**src/rtl/exe_issue_scheduler_if.sv**
```systemverilog
// exe_issue_scheduler_if: decode->scheduler uop handshake (valid/ready + uop fields).
// master = decoder side, slave = scheduler side.
interface exe_issue_scheduler_if #(
  parameter int REG_AW = 5
);
  logic              dec_valid;
  logic              dec_ready;
  logic [6:0]        dec_instr_type;
  logic [2:0]        dec_funct3;
  logic [6:0]        dec_funct7;
  logic [20:0]       dec_imm;
  logic [REG_AW-1:0] dec_rs1;
  logic [REG_AW-1:0] dec_rs2;
  logic [REG_AW-1:0] dec_rd;
  logic              dec_rd_wr;

  modport master (
    output dec_valid, dec_instr_type, dec_funct3, dec_funct7,
    output dec_imm, dec_rs1, dec_rs2, dec_rd, dec_rd_wr,
    input  dec_ready
  );

  modport slave (
    input  dec_valid, dec_instr_type, dec_funct3, dec_funct7,
    input  dec_imm, dec_rs1, dec_rs2, dec_rd, dec_rd_wr,
    output dec_ready
  );
endinterface

```
**src/rtl/exe_issue_scheduler.sv**
```systemverilog
// exe_issue_scheduler: uop FIFO, RF operand read, RAW scoreboard, result writeback.
// Ports: clk/reset, dec (uop handshake), system_stall, rf read/write, exe issue/result,
// sched_err, stall_cnt. Option: EXE_SCHED_BYPASS_EN (forward returning result).
module exe_issue_scheduler #(
  parameter int DATA_WIDTH  = 32,
  parameter int REG_AW      = 5,
  parameter int DEPTH       = 2,
  parameter int EXE_LATENCY = 2
) (
  input  logic                  clk,
  input  logic                  reset,
  exe_issue_scheduler_if.slave  dec,
  input  logic                  system_stall,
  output logic [REG_AW-1:0]     rf_rs1_addr,
  output logic [REG_AW-1:0]     rf_rs2_addr,
  input  logic [DATA_WIDTH-1:0] rf_rs1_data,
  input  logic [DATA_WIDTH-1:0] rf_rs2_data,
  output logic                  exe_issue,
  output logic [6:0]            exe_instr_type,
  output logic [2:0]            exe_funct3,
  output logic [6:0]            exe_funct7,
  output logic [20:0]           exe_imm,
  output logic [DATA_WIDTH-1:0] exe_src1,
  output logic [DATA_WIDTH-1:0] exe_src2,
  input  logic [DATA_WIDTH-1:0] exe_result,
  input  logic                  exe_result_valid,
  output logic                  rf_wr_en,
  output logic [REG_AW-1:0]     rf_wr_addr,
  output logic [DATA_WIDTH-1:0] rf_wr_data,
  output logic                  sched_err,
  output logic [15:0]           stall_cnt
);
  localparam int PW = (DEPTH > 1) ? $clog2(DEPTH) : 1;

  typedef struct packed {
    logic [6:0]        itype;
    logic [2:0]        f3;
    logic [6:0]        f7;
    logic [20:0]       imm;
    logic [REG_AW-1:0] rs1;
    logic [REG_AW-1:0] rs2;
    logic [REG_AW-1:0] rd;
    logic              rd_wr;
  } uop_t;

  uop_t              mem [DEPTH];
  uop_t              in_uop;
  uop_t              head;
  logic [PW-1:0]     wr_ptr;
  logic [PW-1:0]     rd_ptr;
  logic [PW:0]       count;
  logic              empty;
  logic              push;
  logic              pop;

  logic [EXE_LATENCY:1] sb_v;
  logic [REG_AW-1:0]    sb_rd [EXE_LATENCY:1];

  logic haz1, haz2, byp1, byp2, hazard;

  assign in_uop = '{itype: dec.dec_instr_type, f3: dec.dec_funct3,
                    f7: dec.dec_funct7, imm: dec.dec_imm,
                    rs1: dec.dec_rs1, rs2: dec.dec_rs2,
                    rd: dec.dec_rd, rd_wr: dec.dec_rd_wr};

  assign empty         = (count == '0);
  assign dec.dec_ready = (count < (PW+1)'(DEPTH));
  assign push          = dec.dec_valid & dec.dec_ready;
  assign pop           = exe_issue;
  assign head          = mem[rd_ptr];

  always_ff @(posedge clk) begin
    if (push) mem[wr_ptr] <= in_uop;
  end

  always_ff @(posedge clk) begin
    if (reset) begin
      wr_ptr <= '0;
      rd_ptr <= '0;
      count  <= '0;
    end else begin
      if (push) wr_ptr <= wr_ptr + 1'b1;
      if (pop)  rd_ptr <= rd_ptr + 1'b1;
      unique case ({push, pop})
        2'b10:   count <= count + 1'b1;
        2'b01:   count <= count - 1'b1;
        default: count <= count;
      endcase
    end
  end

  // SB[k] holds the uop issued k cycles ago; SB[EXE_LATENCY] returns now.
  always_ff @(posedge clk) begin
    if (reset) begin
      sb_v <= '0;
    end else begin
      sb_v[1]  <= exe_issue & head.rd_wr & (head.rd != '0);
      sb_rd[1] <= head.rd;
      for (int k = 2; k <= EXE_LATENCY; k++) begin
        sb_v[k]  <= sb_v[k-1];
        sb_rd[k] <= sb_rd[k-1];
      end
    end
  end

  always_comb begin
    haz1 = 1'b0;
    haz2 = 1'b0;
    byp1 = 1'b0;
    byp2 = 1'b0;
    for (int k = 1; k <= EXE_LATENCY; k++) begin
      if (sb_v[k]) begin
        if (k < EXE_LATENCY) begin
          if (head.rs1 != '0 && sb_rd[k] == head.rs1) haz1 = 1'b1;
          if (head.rs2 != '0 && sb_rd[k] == head.rs2) haz2 = 1'b1;
        end else begin
`ifdef EXE_SCHED_BYPASS_EN
          // returning result forwarded; without a result the RF value is used
          if (head.rs1 != '0 && sb_rd[k] == head.rs1) byp1 = exe_result_valid;
          if (head.rs2 != '0 && sb_rd[k] == head.rs2) byp2 = exe_result_valid;
`else
          // wait one more cycle so the RF holds the written value
          if (head.rs1 != '0 && sb_rd[k] == head.rs1) haz1 = 1'b1;
          if (head.rs2 != '0 && sb_rd[k] == head.rs2) haz2 = 1'b1;
`endif
        end
      end
    end
  end

  assign hazard      = haz1 | haz2;
  assign exe_issue   = !empty & !system_stall & !hazard;
  assign rf_rs1_addr = head.rs1;
  assign rf_rs2_addr = head.rs2;

  always_comb begin
    exe_instr_type = '0;
    exe_funct3     = '0;
    exe_funct7     = '0;
    exe_imm        = '0;
    exe_src1       = '0;
    exe_src2       = '0;
    if (exe_issue) begin
      exe_instr_type = head.itype;
      exe_funct3     = head.f3;
      exe_funct7     = head.f7;
      exe_imm        = head.imm;
      if (head.rs1 != '0) exe_src1 = byp1 ? exe_result : rf_rs1_data;
      if (head.rs2 != '0) exe_src2 = byp2 ? exe_result : rf_rs2_data;
    end
  end

  assign rf_wr_en   = exe_result_valid & sb_v[EXE_LATENCY];
  assign rf_wr_addr = sb_rd[EXE_LATENCY];
  assign rf_wr_data = exe_result;

  always_ff @(posedge clk) begin
    if (reset) begin
      sched_err <= 1'b0;
      stall_cnt <= '0;
    end else begin
      if (exe_result_valid & !sb_v[EXE_LATENCY]) sched_err <= 1'b1;
      if (!empty & !system_stall & hazard & (stall_cnt != 16'hFFFF))
        stall_cnt <= stall_cnt + 16'd1;
    end
  end
endmodule

```
**src/flat_wrapper.sv**
```systemverilog
// flat-port wrapper written by rule: the top's interface ports become plain ports
module exe_issue_scheduler_flat 
#(
  parameter int DATA_WIDTH  = 32,
  parameter int REG_AW      = 5,
  parameter int DEPTH       = 2,
  parameter int EXE_LATENCY = 2
)
  (clk, reset, system_stall, rf_rs1_addr, rf_rs2_addr, rf_rs1_data, rf_rs2_data, exe_issue, exe_instr_type, exe_funct3, exe_funct7, exe_imm, exe_src1, exe_src2, exe_result, exe_result_valid, rf_wr_en, rf_wr_addr, rf_wr_data, sched_err, stall_cnt, dec_dec_valid, dec_dec_instr_type, dec_dec_funct3, dec_dec_funct7, dec_dec_imm, dec_dec_rs1, dec_dec_rs2, dec_dec_rd, dec_dec_rd_wr, dec_dec_ready);
  exe_issue_scheduler_if #(.REG_AW(REG_AW)) dec_i ();
  input  logic clk;
  input  logic reset;
  input  logic system_stall;
  output logic [REG_AW-1:0] rf_rs1_addr;
  output logic [REG_AW-1:0] rf_rs2_addr;
  input  logic [DATA_WIDTH-1:0] rf_rs1_data;
  input  logic [DATA_WIDTH-1:0] rf_rs2_data;
  output logic exe_issue;
  output logic [6:0] exe_instr_type;
  output logic [2:0] exe_funct3;
  output logic [6:0] exe_funct7;
  output logic [20:0] exe_imm;
  output logic [DATA_WIDTH-1:0] exe_src1;
  output logic [DATA_WIDTH-1:0] exe_src2;
  input  logic [DATA_WIDTH-1:0] exe_result;
  input  logic exe_result_valid;
  output logic rf_wr_en;
  output logic [REG_AW-1:0] rf_wr_addr;
  output logic [DATA_WIDTH-1:0] rf_wr_data;
  output logic sched_err;
  output logic [15:0] stall_cnt;
  input wire logic [$bits(dec_i.dec_valid)-1:0] dec_dec_valid;
  input wire logic [$bits(dec_i.dec_instr_type)-1:0] dec_dec_instr_type;
  input wire logic [$bits(dec_i.dec_funct3)-1:0] dec_dec_funct3;
  input wire logic [$bits(dec_i.dec_funct7)-1:0] dec_dec_funct7;
  input wire logic [$bits(dec_i.dec_imm)-1:0] dec_dec_imm;
  input wire logic [$bits(dec_i.dec_rs1)-1:0] dec_dec_rs1;
  input wire logic [$bits(dec_i.dec_rs2)-1:0] dec_dec_rs2;
  input wire logic [$bits(dec_i.dec_rd)-1:0] dec_dec_rd;
  input wire logic [$bits(dec_i.dec_rd_wr)-1:0] dec_dec_rd_wr;
  output wire logic [$bits(dec_i.dec_ready)-1:0] dec_dec_ready;
  assign dec_i.dec_valid = dec_dec_valid;
  assign dec_i.dec_instr_type = dec_dec_instr_type;
  assign dec_i.dec_funct3 = dec_dec_funct3;
  assign dec_i.dec_funct7 = dec_dec_funct7;
  assign dec_i.dec_imm = dec_dec_imm;
  assign dec_i.dec_rs1 = dec_dec_rs1;
  assign dec_i.dec_rs2 = dec_dec_rs2;
  assign dec_i.dec_rd = dec_dec_rd;
  assign dec_i.dec_rd_wr = dec_dec_rd_wr;
  assign dec_dec_ready = dec_i.dec_ready;
  exe_issue_scheduler #(.DATA_WIDTH(DATA_WIDTH), .REG_AW(REG_AW), .DEPTH(DEPTH), .EXE_LATENCY(EXE_LATENCY)) u_core (.clk(clk), .reset(reset), .dec(dec_i), .system_stall(system_stall), .rf_rs1_addr(rf_rs1_addr), .rf_rs2_addr(rf_rs2_addr), .rf_rs1_data(rf_rs1_data), .rf_rs2_data(rf_rs2_data), .exe_issue(exe_issue), .exe_instr_type(exe_instr_type), .exe_funct3(exe_funct3), .exe_funct7(exe_funct7), .exe_imm(exe_imm), .exe_src1(exe_src1), .exe_src2(exe_src2), .exe_result(exe_result), .exe_result_valid(exe_result_valid), .rf_wr_en(rf_wr_en), .rf_wr_addr(rf_wr_addr), .rf_wr_data(rf_wr_data), .sched_err(sched_err), .stall_cnt(stall_cnt));
endmodule
```
**config.mk**
```make
export PLATFORM = sky130hd
export DESIGN_NAME = exe_issue_scheduler_flat
export DESIGN_NICKNAME = d
export VERILOG_FILES = /design/src/rtl/exe_issue_scheduler_if.sv /design/src/rtl/exe_issue_scheduler.sv /design/src/flat_wrapper.sv
export SDC_FILE = /design/constraint.sdc
export NUM_CORES = 1
export LEC_CHECK = 0
export BUFFER_PORTS_ARGS = -buffer_cell sky130_fd_sc_hd__buf_2
export CAP_MARGIN = 20
export CELL_PAD_IN_SITES_DETAIL_PLACEMENT = 1
export CELL_PAD_IN_SITES_GLOBAL_PLACEMENT = 1
export CORE_MARGIN = 2
export CORE_UTILIZATION = 32
export DETAILED_ROUTE_END_ITERATION = 6
export PLACE_DENSITY_LB_ADDON = 0.1
export SLEW_MARGIN = 20
export SYNTH_ARGS = -nofsm -noshare
export SYNTH_HDL_FRONTEND = slang
export SYNTH_SLANG_ARGS = --single-unit
```
**constraint.sdc**
```tcl
create_clock -name clk -period 6.6 [get_ports clk]
set_input_delay 0.66 -clock clk [delete_from_list [all_inputs] [get_ports clk]]
set_output_delay 0.66 -clock clk [all_outputs]
set_load 0.05 [all_outputs]
```
======== Yosys cells after proc, flatten, opt, wreduce, memory -nomap -nowiden ========
Memory sizes are Yosys's and may differ from the RTL's. A register that Yosys moved wholly into a read port is not among the register bits.
Index checks and enable logic that the tools add are counted.
cells by class
  add/subtract/negate cells ............... 5
  $lt $le $gt $ge ......................... 1
  equal/unequal tests ..................... 7
  mux-type cells .......................... 22
  bitwise gates (word level) .............. 10
  reductions and logical operators ........ 13
operator list
  kind                                                  count
  two-way mux 32 bit                                    4
  two-way mux 21 bit                                    1
  equality test 5 bit                                   4
  adder 16 x 1 -> 16 bit (second input constant)        1
  inequality test 16 bit (second input constant)        1
  nonzero test 5 bit                                    3
  two-way mux 7 bit                                     2
  two-way mux 1 bit                                     13
  bitwise AND 1 bit                                     9
  logical AND 1 bit                                     4
  zero test 1 bit                                       4
  one-hot mux 2 bit (2 select lines)                    1
  two-way mux 3 bit                                     1
  adder 1 bit (second input constant)                   2
  adder 2 x 1 -> 2 bit (second input constant)          1
  equality test 2 x 1 -> 1 bit (second input constant)  1
  equality test 2 bit (second input constant)           1
  zero test 2 bit                                       1
  less-than comparator 2 bit (second input constant)    1
  nonzero test 2 bit                                    1
  subtractor 2 x 1 -> 2 bit (second input constant)     1
  OR 1 bit                                              1
word-level totals
  flip-flop bits (word level) ............. 23
  memory bits (writable) .................. 118
  memories ................................ 2
memory list
  memory        depth  bits a word  read ports  clocked after memory_dff  write ports  line                       source
  u_core.mem    2      54           1           1                         1            exe_issue_scheduler.sv:46  uop_t mem [DEPTH];
  u_core.sb_rd  2      5            2           0                         2            exe_issue_scheduler.sv:57  logic [REG_AW-1:0] sb_rd [EXE_LATENCY:1];

======== Longest topological paths before layout ========
An unclocked memory read counts as a cell.
  depth in word-level cells ............... 12
  gate-level depth with buffers ........... 14
  depth with buffers taken out ............ 10

======== Worst setup path after synthesis ========
Ideal clock, no wire load.
  path type ............................... register to register
  start point ............................. register u_core.count[1]
  end point ............................... memory u_core.mem[0][0] (netlist bit) (enable)
  setup time .............................. 0.466 ns
  arrival time ............................ 3.122 ns
  data required time ...................... 6.134 ns
  slack ................................... 3.012 ns
  cell stages (with the launch flop) ...... 4
  period minus slack after synthesis ...... 3.588 ns
  path through ............................ dfxtp_1 > inv_1 > nand2_1 > nor2_1
on the way
  cells in the longest elaborated chain, start to end .. 4
RTL lines
  element                                  line                       source
  start: declaration                       exe_issue_scheduler.sv:51  logic [PW:0] count;
  start signal: assignment                 exe_issue_scheduler.sv:85  2'b10: count <= count + 1'b1;
  start signal: assignment                 exe_issue_scheduler.sv:86  2'b01: count <= count - 1'b1;
  start signal: assignment                 exe_issue_scheduler.sv:87  default: count <= count;
  less-than comparator 2 bit               exe_issue_scheduler.sv:67  assign dec.dec_ready = (count < (PW+1)'(DEPTH));
  via dec_dec_ready                        flat_wrapper.sv:41         output wire logic [$bits(dec_i.dec_ready)-1:0] dec_dec_ready;
  bitwise AND 1 bit                        exe_issue_scheduler.sv:68  assign push = dec.dec_valid & dec.dec_ready;
  two-way mux 1 bit                        exe_issue_scheduler.sv:73  if (push) mem[wr_ptr] <= in_uop;
  two-way mux 1 bit (not written as such)  exe_issue_scheduler.sv:73
  end: declaration                         exe_issue_scheduler.sv:46
The timed path passes the listed nets, and every way through them passes these cells.

==> summary.txt <==
Die H - 147 microns
Cell Int Power - 2.08 mW
Switching part of the total - 41.6%
Mean post-synth cell area - 12.7 sq um
Dominant register cell in the synthesized netlist - edfxtp_1
Finished Layout Cells - 1018
Post-synthesis cell count - 517
Syn_nets - 674
Max-cap viol count - 0
Hold/Removal Path Class - primary input to flop
Post-layout util - 41.7%
Distinct cells, synth - 39
Power per cell area - 424 nW/um^2
Placed cells - 985
# diodes - 0
Final hold vios - 0
Synth async-reset ratio - 0%
Startpoint Class - flop
Mapped cell area - 6540 sq um
Arrival time worst endpoint - 4.13 ns
Initial antenna violation count - 1
Synth cell count leaders - edfxtp_1, and2_1, nor2_1
Port Buf Inserts - 259
Vias per cell - 4.49
Die area - 21600 sq um
Relative slew slack - 33.1%
CP Capture Type - output pin
Register bit total from synthesis - 142
Worst R2R Path Depth - 10
Most common cell in the synthesized netlist - edfxtp_1
Logic pwr share - 38.1%
Hold Buf Count CTS - 0
Htree depth - 4
Dominant cells by area after synthesis - edfxtp_1, dfxtp_1, mux2i_1, and2_1, buf_4
Final instance area - 8410 sq um
Clk_skew - 0.00993 ns
Initial Util - 32.4%
Rows - 52
Pleak - 3.56 nW
DRC Markers - 0
Total power - 3.57 mW
Total GRT Usage - 16.6%
Sequential fraction of the synthesis area - 61.5%
Pre-antenna DRT Iters - 4
Nets - 892
Boundary Pins - 324
WL per Instance - 18.1 microns
Worst slew pin tran - 1.00 ns
Postcts setup bufs - 0
Top cell type's share of synthesized area - 54.1%
Num Clock Sinks - 142
Clock buffer count from CTS - 17
Highest clock rate - 209 MHz
Largest net degree at the start of global routing - 55
Number of global-route vias before repair - 4811
CTS resizes - 0
RSZ-0062 raised after global routing - no
Core footprint - 20200 sq um
P_sw - 1.48 mW
Synth warn - 0
CTS tree - built
Final setup viols - 0
Post-DP Area - 7810 sq um
HPWL after detailed placement - 13700 microns
Power share of the sequential group - 35.5%
Clock root buffer - clkbuf_16
Grt total ovfl - 0
Via count - 4568
Clock latency on the worst-skew pair - 0.42 ns
TNS Setup - 0 ns
First-pass GRT wire length - 27500 microns
Status - finished clean
Routed WL - 18400 microns
Area delta synth->final - 28.5%
Final Max Tran Viols - 0
Number of synthesized flops with an enable pin - 118
Die W - 147 microns
Clk pin slew, worst setup/hold paths - 0.06 ns
Share of layout cells above drive strength 1 - 43.2%
Iter 0 DRT Violations - 172
Detail Route Antenna Nets - 0
Hold Crit Depth - 1
Min Clock Period, post-route - 4.79 ns
Required @ worst endpoint - 5.94 ns
Clock power frac - 26.4%
CTS Buffer Depth - 2
Max VDD drop - 0.187 mV
Maximum fanout along the worst path - 54
Crit path kind - flop to output pin
Fin crit share - 72.6%
Cell taking the most area after synthesis - edfxtp_1
Final GP Congestion - 0.795
-- final cells by class --
| class | count | area (sq um) |
|---|---|---|
| clock buffers | 17 | 425 |
| clock inverters | 15 | 161 |
| fillers | 2267 | 11800 |
| inverters | 17 | 63.8 |
| multi-input cells | 293 | 2060 |
| flip-flops and latches | 142 | 4030 |
| well taps | 270 | 338 |
| repair buffers | 264 | 1340 |
-- worst paths after layout --
path | startpoint | slack, ns | end
worst min-delay path | dec_dec_imm[7] | 0.43 | u_core.mem[1][23]$_DFFE_PP_
worst max-delay path | flop | 1.81 | exe_src1[9]
worst max register to register | flop | 2.48 | u_core.count[1]$_SDFFE_PP0P_
worst min register to register | u_core.sched_err$_SDFFE_PP0P_ | 0.48 | u_core.sched_err$_SDFFE_PP0P_
-- power groups by stage --
stage / logic [mW] / registers (mW) / clock network, mW
3_3_place_gp: 1.35 / 1.28 / 0
2_1_floorplan: 1.16 / 1.23 / 0
4_1_cts: 1.38 / 1.27 / 0.969
3_5_place_dp: 1.37 / 1.29 / 0
5_1_grt: 1.45 / 1.29 / 1.00
6_report: 1.36 / 1.27 / 0.942
-- stage by stage --
stage          setup slack (ns)  hold WS (ns)
5_1_grt                    1.41         0.408
4_1_cts                    1.39         0.405
6_report                   1.81         0.426
2_1_floorplan              3.01         0.460
3_3_place_gp               2.08         0.452
3_5_place_dp               1.85         0.488
-- cells in the final DEF, fill, tap and decap left out, types with 3 or more instances in the layout --
cell	n
clkbuf_16	17
and3_1	5
nand3_1	7
and2_1	66
clkinv_4	3
nor4_1	6
buf_4	4
xor2_1	5
nor2b_1	7
o31ai_1	6
nand2_1	9
mux2i_1	44
dfxtp_1	23
nor2_1	57
nor3_1	6
xnor2_1	19
inv_1	17
a21oi_1	8
clkinvlp_4	4
mux2i_2	6
inv_6	4
buf_2	259
or4_1	6
edfxtp_1	118
mux2_2	12
-- registers in the layout (all words and copies together) (netlist names), named ones only --
register and cells:
u_core.mem 108, u_core.stall_cnt 16, u_core.sb_rd 10, u_core.count 2
u_core.sb_v 2, u_core.rd_ptr 1, u_core.sched_err 1, u_core.wr_ptr 1
-- cells by family (layout without fill, tap and decap cells) --
group | after synthesis | in the layout | share of synthesized area, %
compound gates | 26 | 26 | 2.83
xor+xnor | 24 | 24 | 3.21
fa+ha+maj | 2 | 2 | 0.382
buf+inv | 82 | 313 | 7.51
flops | 142 | 142 | 61.5
mux | 62 | 62 | 10.1
simple gates | 179 | 179 | 14.5
-- metal layers --
layer	track usage [%]	vias up	wire length [microns]
met1	18.8	2130	7170
li1	-	2210	-
met2	29.3	204	9520
met5	0	-	13
met3	5.96	22	1440
met4	5.14	2	249
-- worst max-delay path, stage by stage, from the launching register on --
cell and delay [ns]:
dfxtp_4 1.00, mux2i_2 0.46, xnor2_1 0.14, nor4_1 0.42, a32oi_1 0.25, o221ai_4 0.20, buf_4 0.46, nor2_1 0.08
buf_4 0.22, and2_1 0.20, buf_2 0.23
Power figures use the tool's default switching activity.
